==> src/rtl/seq_clic.sv <==
// rtl/seq_clic.sv - sequential nesting interrupt controller with a threshold preemption stack.
// Optional CLIC_EDGE_EN adds per-source edge/level selection (edge_cfg) and edge detect registers.
module seq_clic #(
  parameter int NrSources  = 4,
  parameter int PrioWidth  = 3,
  parameter int StackDepth = 4,
  localparam int SrcWidth  = $clog2(NrSources),
  localparam int PtrWidth  = $clog2(StackDepth + 1)
) (
  input  logic                 clk,
  input  logic                 reset,
  input  logic [NrSources-1:0] irq_i,
  input  logic [NrSources-1:0] e,
  input  logic [PrioWidth-1:0] prio [NrSources],
`ifdef CLIC_EDGE_EN
  input  logic [NrSources-1:0] edge_cfg,
`endif
  input  logic                 claim,
  input  logic                 complete,
  output logic                 irq_req,
  output logic [SrcWidth-1:0]  index,
  output logic [PrioWidth-1:0] irq_prio,
  output logic [PrioWidth-1:0] t,
  output logic [PtrWidth-1:0]  depth
);

  logic [NrSources-1:0] pend, pend_nxt;
  logic [PrioWidth-1:0] stack [StackDepth];
  logic [PrioWidth-1:0] stack_top;
  logic                 found;
  logic [SrcWidth-1:0]  win_idx;
  logic [PrioWidth-1:0] win_prio;
  logic                 claim_acc, pop;
  logic [PrioWidth-1:0] t_after_pop;
  logic [PtrWidth-1:0]  depth_after_pop;

  assign claim_acc       = claim & irq_req;
  assign pop             = complete & (depth != '0);
  assign t_after_pop     = pop ? stack_top : t;
  assign depth_after_pop = pop ? depth - PtrWidth'(1) : depth;

  always_comb begin
    stack_top = '0;
    for (int j = 0; j < StackDepth; j++) begin
      if (PtrWidth'(j) == depth - PtrWidth'(1)) stack_top = stack[j];
    end
  end

`ifdef CLIC_EDGE_EN
  logic [NrSources-1:0] irq_q;

  always_ff @(posedge clk) begin
    if (reset) irq_q <= '0;
    else       irq_q <= irq_i;
  end

  // A fresh edge wins over the claim-clear of the same source.
  always_comb begin
    pend_nxt = '0;
    for (int i = 0; i < NrSources; i++) begin
      if (edge_cfg[i])
        pend_nxt[i] = (irq_i[i] & ~irq_q[i]) |
                      (pend[i] & ~(claim_acc && (index == SrcWidth'(i))));
      else
        pend_nxt[i] = irq_i[i];
    end
  end
`else
  always_comb begin
    pend_nxt = irq_i;
  end
`endif

  // Highest priority wins; >= lets the higher index take ties.
  always_comb begin
    found    = 1'b0;
    win_idx  = '0;
    win_prio = '0;
    for (int i = 0; i < NrSources; i++) begin
      if (pend[i] && e[i] && (prio[i] > t) && (!found || prio[i] >= win_prio)) begin
        found    = 1'b1;
        win_idx  = SrcWidth'(i);
        win_prio = prio[i];
      end
    end
  end

  always_ff @(posedge clk) begin
    if (reset) begin
      pend     <= '0;
      irq_req  <= 1'b0;
      index    <= '0;
      irq_prio <= '0;
    end else begin
      pend <= pend_nxt;
      // Suppress the offer right after a claim so the old winner is not re-offered
      // before the raised threshold has been applied.
      if (found && (depth != PtrWidth'(StackDepth)) && !claim_acc) begin
        irq_req  <= 1'b1;
        index    <= win_idx;
        irq_prio <= win_prio;
      end else begin
        irq_req  <= 1'b0;
      end
    end
  end

  // Complete pops first; a simultaneous claim then pushes the restored threshold.
  always_ff @(posedge clk) begin
    if (reset) begin
      t     <= '0;
      depth <= '0;
      for (int j = 0; j < StackDepth; j++) stack[j] <= '0;
    end else if (claim_acc) begin
      t     <= irq_prio;
      depth <= depth_after_pop + PtrWidth'(1);
      for (int j = 0; j < StackDepth; j++) begin
        if (PtrWidth'(j) == depth_after_pop) stack[j] <= t_after_pop;
      end
    end else begin
      t     <= t_after_pop;
      depth <= depth_after_pop;
    end
  end

endmodule

==> config.mk <==
export PLATFORM = sky130hd
export DESIGN_NAME = seq_clic
export DESIGN_NICKNAME = d
export VERILOG_FILES = /design/src/rtl/seq_clic.sv
export SDC_FILE = /design/constraint.sdc
export NUM_CORES = 1
export LEC_CHECK = 0
export ABC_AREA = 1
export ABC_CLOCK_PERIOD_IN_PS = 5400
export CAP_MARGIN = 20
export CELL_PAD_IN_SITES_DETAIL_PLACEMENT = 0
export CELL_PAD_IN_SITES_GLOBAL_PLACEMENT = 1
export CORE_AREA = 2 2 80 82
export DETAILED_ROUTE_END_ITERATION = 16
export DIE_AREA = 0 0 82 84
export PLACE_DENSITY_LB_ADDON = 0.2
export SLEW_MARGIN = 5
export SYNTH_ARGS = -nofsm -noshare
export SYNTH_HDL_FRONTEND = slang
export SYNTH_SLANG_ARGS = --single-unit
==> constraint.sdc <==
create_clock -name clk -period 5.4 [get_ports clk]
set_input_delay 0.54 -clock clk [delete_from_list [all_inputs] [get_ports clk]]
set_output_delay 0.54 -clock clk [all_outputs]
set_load 0.01 [all_outputs]
After elaboration in Yosys (flattened, before gate mapping)
Memories as Yosys holds them, arrays and structs flattened.
Cells that the tools add are included.
{"block": "totals", "input_bits": 24, "memories": 1, "output_inout_bits": 12, "wordCells": 94, "register_bits": 16, "ramBits": 12}
{"name": "stack", "words": 4, "width": 3, "read_ports": 4, "rd_clocked_by_memory_dff": 0, "wr": 4, "line": "28", "rtl": "logic [PrioWidth-1:0] stack [StackDepth];"}
{"block": "op_classes", "bitwise": 6, "eq_ne": 7, "add_sub_neg": 2, "muxes": 42, "n_lt_le_gt_ge": 7, "n_reduce_logical": 23}
{"op": "2-to-1 mux 3 bit", "n": 16}
{"op": "2-to-1 mux 1 bit", "n": 24}
{"op": "logical AND 1 bit", "n": 13}
{"op": "equality test 2 x 3 -> 1 bit (first input constant)", "n": 4}
{"op": "greater-than comparator 3 bit", "n": 4}
{"op": ">= comparator 3 bit", "n": 3}
{"op": "equality test 1 x 3 -> 1 bit (first input constant)", "n": 2}
{"op": "logical NOT 3 bit", "n": 2}
{"op": "logical NOT 1 bit", "n": 4}
{"op": "2-to-1 mux 2 bit", "n": 2}
{"op": "bitwise OR 1 bit", "n": 4}
{"op": "adder 3 x 1 -> 3 bit (second input constant)", "n": 1}
{"op": "logical OR 1 bit", "n": 3}
{"op": "inequality test 3 bit (second input constant)", "n": 1}
{"op": "nonzero test 3 bit", "n": 1}
{"op": "subtractor 3 x 1 -> 3 bit (second input constant)", "n": 1}
{"op": "bitwise AND 1 bit", "n": 2}

Logic depth before layout (Yosys ltp)
{"block": "depth", "ltp_word": 18, "ltp_mapped": 35, "mapped_depth_nobuf": 35}

Worst setup path before layout
OpenSTA, ideal clock, no wires.
{"block": "synth_path", "path_type": "input -> register", "from": "in prio[11] in the netlist's numbering", "to": "reg index[1]", "required_time_ps": 5272, "arrival_ps": 4210, "setup_ps": 128, "slack_ps": 1062, "cell_stages": 32, "path_buffers": 0, "cell_sequence": "ha_1 > nand2_1 > nand2_1 > inv_1 > nand2_1 > nand2_4 > nor2_1 > inv_1 > ha_1 > and3_1 > nor2_1 > nand2_1 > nand2_1 > nand2_1 > and2_1 > ha_1 > a21oi_1 > o21ai_0 > nor2_1 > nand2_2 > nand2_1 > nand3_1 > and2_1 > ha_1 > o21ai_0 > nand2_1 > a21oi_1 > nand2_1 > nand2_1 > nand2_1 > nand2_1 > a21oi_1"}
{"block": "synth_via", "elab_chain_cells": 17}
{"item": "from (decl)", "line": "14", "rtl": "input logic [PrioWidth-1:0] prio [NrSources],"}
{"item": "greater-than comparator 3 bit", "line": "80", "rtl": "if (pend[i] && e[i] && (prio[i] > t) && (!found || prio[i] >= win_prio)) begin"}
{"item": "logical AND 1 bit", "line": "80"}
{"item": "2-to-1 mux 3 bit / 2-to-1 mux 1 bit (equally long branches)", "line": "80"}
{"item": ">= comparator 3 bit / logical NOT 1 bit (equally long branches)", "line": "80"}
{"item": "logical OR 1 bit", "line": "80"}
{"item": "logical AND 1 bit", "line": "80"}
{"item": "2-to-1 mux 3 bit / 2-to-1 mux 1 bit (equally long branches)", "line": "80"}
{"item": ">= comparator 3 bit / logical NOT 1 bit (equally long branches)", "line": "80"}
{"item": "logical OR 1 bit", "line": "80"}
{"item": "logical AND 1 bit", "line": "80"}
{"item": "2-to-1 mux 3 bit / 2-to-1 mux 1 bit (equally long branches)", "line": "80"}
{"item": ">= comparator 3 bit / logical NOT 1 bit (equally long branches)", "line": "80"}
{"item": "logical OR 1 bit", "line": "80"}
{"item": "logical AND 1 bit", "line": "80"}
{"item": "2-to-1 mux 1 bit", "line": "80"}
{"item": "logical AND 1 bit (2 in a row)", "line": "98", "rtl": "if (found && (depth != PtrWidth'(StackDepth)) && !claim_acc) begin"}
{"item": "to (signal assigned)", "line": "100", "rtl": "index <= win_idx;"}
{"item": "to (decl)", "line": "21", "rtl": "output logic [SrcWidth-1:0] index,"}
Parallel ways exist; a longest one is shown, timed or not.
A chain may end at the register's enable or synchronous reset.

Worst setup path after layout
Same ends and word-level chain as after synthesis.

==> flow_summary_export.csv <==
group,metric,value,unit
run_status,status,"finished clean",
yosys,seq_area_frac_synth,30.19,%
grt,met1_usage,20.67,%
yosys,synth_flop_cell,"dfxtp_1",
placement,place_congestion,0.8798,
power_and_ir_drop,power.share.clock,14.2,%
worst_setup_path,slowest_delay,430,ps
clock_tree,cts_tree,"yes",
power_and_ir_drop,p_leak,1.349,nW
placement,dp_slack,153.7,ps
worst_setup_path,critPathKind,"in2reg",
yosys,synth_top_area_share,17.20,%
final_layout,area.growth.synth_to_final,23.25,%
detailed_routing,vias_per_cell,4.559,
sta,fin_skew,4.092,ps
grt,met3_usage,2.489,%
power_and_ir_drop,switchingPower,0.0005279,W
yosys,synth_edf_count,12,
floorplan,fp.dieW,82,µm
detailed_routing,ant_nets,0,
yosys,synthTopCellsByCount,"nand2_1 (65), inv_1 (45), ha_1 (31), nand3_1 (31), nor2_1 (24)",
detailed_routing,routed-via-count,1901,
yosys,synthTopCellsByArea,"ha_1 (17%), edfxtp_1 (16%), dfxtp_1 (14%)",
sta,drv_slew,0,
sta,slew_headroom,65.89,%
clock_tree,clk_pin_slew_worst_paths,100,ps
grt,grt_pass1_wl,8.556,mm
final_layout,layout.nets,396,
sta,fmax,203.2,MHz
yosys,synthesis.area,2255,µm²
worst_setup_path,arrival,5070,ps
grt,grt_pass1_vias,1847,
worst_setup_path,crit_path_top_delay_cell,"clkdlybuf4s50_1",
worst_setup_path,path_max_fanout,5,
power_and_ir_drop,p_int,0.0006371,W
yosys,ys_ff_latch,28,
grt,use_met2,28.38,%
grt,antenna_found_initial,0,
sta,period_share,91.12,%
detailed_routing,dr.first_iter.drc_count,76,
sta,final_hold_viol_count,0,
floorplan,coreArea,6096,µm²
clock_tree,cts.sinks,28,
yosys,yosysMostFrequentCell,"nand2_1",
yosys,yosys.area.top_type,"ha_1",
detailed_routing,drtPass1Iterations,4,
flow_run,cap_viol_max_count,0,
placement,dpl_cell_area,2703,µm²
power_and_ir_drop,peakVddDrop,0.2671,mV
final_layout,insertedDiodeCount,0,
placement,dp.final_hpwl,4.285,mm
yosys,async_flop_share,0,%
clock_tree,post_cts_buffers,0,
clock_tree,cts_made_buffers,3,
worst_setup_path,end_kind,"flip-flop",
yosys,synth_cell_types,31,
yosys,syn_nets,357,
placement,place_inst,413,
power_and_ir_drop,fin_total_pwr,0.001165,W
sta,setup_viol,0,
grt,grt_usage,16.05,%
power_and_ir_drop,p_per_area,419.2,nW/µm²
sta,finalCriticalPeriod,4921,ps
yosys,ys_warn_count,0,
grt,globalRoute.busiestLayer,"met2",
power_and_ir_drop,p_seq_share,25.7,%
clock_tree,cts_max_level,1,
worst_setup_path,worstPathRequired,5550,ps
final_layout,final_cell_area,2779,µm²
floorplan,die-area,6888,µm²
clock_tree,insertion_delay,270,ps
power_and_ir_drop,comb_power_share,60.1,%
clock_tree,clk_path_buf_depth,2,
yosys,synthCells,302,
detailed_routing,wl,5.136,mm
clock_tree,cts_root_buffer,"clkbuf_8",
worst_setup_path,cpMostUsedCell,"nand2_1",
sta,fin_ws,479.4,ps
floorplan,fp-row-count,29,
worst_setup_path,startpoint_type,"primary input",
detailed_routing,route.detailed.drc,0,
grt,grt_remaining_overflow,0,
placement,port_buffers,35,
floorplan,initial_utilization,36.99,%
final_layout,drive_gt1_share,11.47,%
sta,tightest_slew,511.1,ps
detailed_routing,wl_per_cell,12.32,µm
sta,rsz0062_at_grt,"false",
floorplan,io_pins,36,
sta,timing.setup.tns,0,ps
grt,grt_max_degree,18,
final_layout,stdcell_count,417,
worst_hold_path,min-delay-path-class,"reg2reg",
yosys,synth_area_per_cell,7.466,µm²
floorplan,die_h,84,µm
power_and_ir_drop,switching_share,45.31,%
==> per-stage QoR <==
stage	util, %	hold WS, ps
finish	45.59	494.3
global route	45.59	514.2
CTS	45.50	491.4
detailed placement	44.34	470.4
global placement	44.34	476.9
floorplan	-	498.3
==> cells in the final DEF, fill, tap and decap left out, types with 3 or more instances in the layout <==
master,synthesis,routed
and2_1,3,3
inv_1,45,45
inv_2,4,4
nor2_2,3,3
clkbuf_8,0,3
nand3b_1,4,4
nand2_1,65,63
a21oi_1,17,17
nor2_1,24,24
nand2_4,4,4
nand3_2,5,5
nand3_1,31,31
o21ai_0,10,10
ha_1,31,31
nand2_2,6,8
edfxtp_1,12,12
dfxtp_1,16,16
clkdlybuf4s50_1,0,35
==> state kept, by name, summed over array words and instances (netlist names) <==
| signal | count |
|---|---|
| irq_req | 1 |
| t | 3 |
| depth | 3 |
| index | 2 |
| stack | 12 |
| pend | 4 |
| irq_prio | 3 |
==> worst max-delay path, delay by kind of cell <==
| family | cells | cell delay (ps) |
|---|---|---|
| compound gates | 6 | 730 |
| fa+ha+maj | 4 | 1190 |
| simple gates | 21 | 2090 |
| buf+inv | 3 | 530 |
==> final timing paths <==
| path | end | startpoint | cells after the start | slack [ps] |
|---|---|---|---|---|
| max reg2reg | index[1] | t[1] | 33 | 670 |
| min reg2reg | index[1] | index[1] | 2 | 490 |
| min | index[1] | index[1] | 2 | 490 |
| max | index[1] | prio[11] | 34 | 480 |
==> power groups by stage <==
stage                     sequential, W  combinational (W)  clock (W)
after floorplan                0.000312           0.000477          0
after global placement         0.000307           0.000706          0
after detailed placement       0.000307           0.000706          0
after CTS                      0.000302           0.000709   0.000170
after global routing           0.000306           0.000795   0.000179
final                          0.000300           0.000700   0.000165
==> per-layer routing <==
layer  vias up  part of all wire [%]
li1       1047                     -
met1       828                    48
met2        24                    50
met3         2                   2.0
met4         0                  0.47
met5         -                     0
==> layout make-up <==
class / count / area (µm²)
flip-flops and latches: 28 / 680.7
inverters: 51 / 201.4
clock buffers: 3 / 41.29
multi-input cells: 220 / 1364
clock inverters: 1 / 30.03
fillers: 643 / 3317
repair buffers: 37 / 365.4
well taps: 77 / 96.34
==> cell families after synthesis <==
logic type | synth area share (%)
AO/OA/AOI/OAI | 9.101
XOR/XNOR | 0.3885
buffers and inverters | 9.545
flip-flops | 30.19
AND/OR/NAND/NOR | 33.57
adder cells (fa/ha/maj) | 17.20
==> repair_timing <==
action                     CTS  global route
hold buffers                 0             0
setup endpoints to repair    0             5
gates resized for setup      0             2
Note: power is estimated with default switching activity, not from simulation.
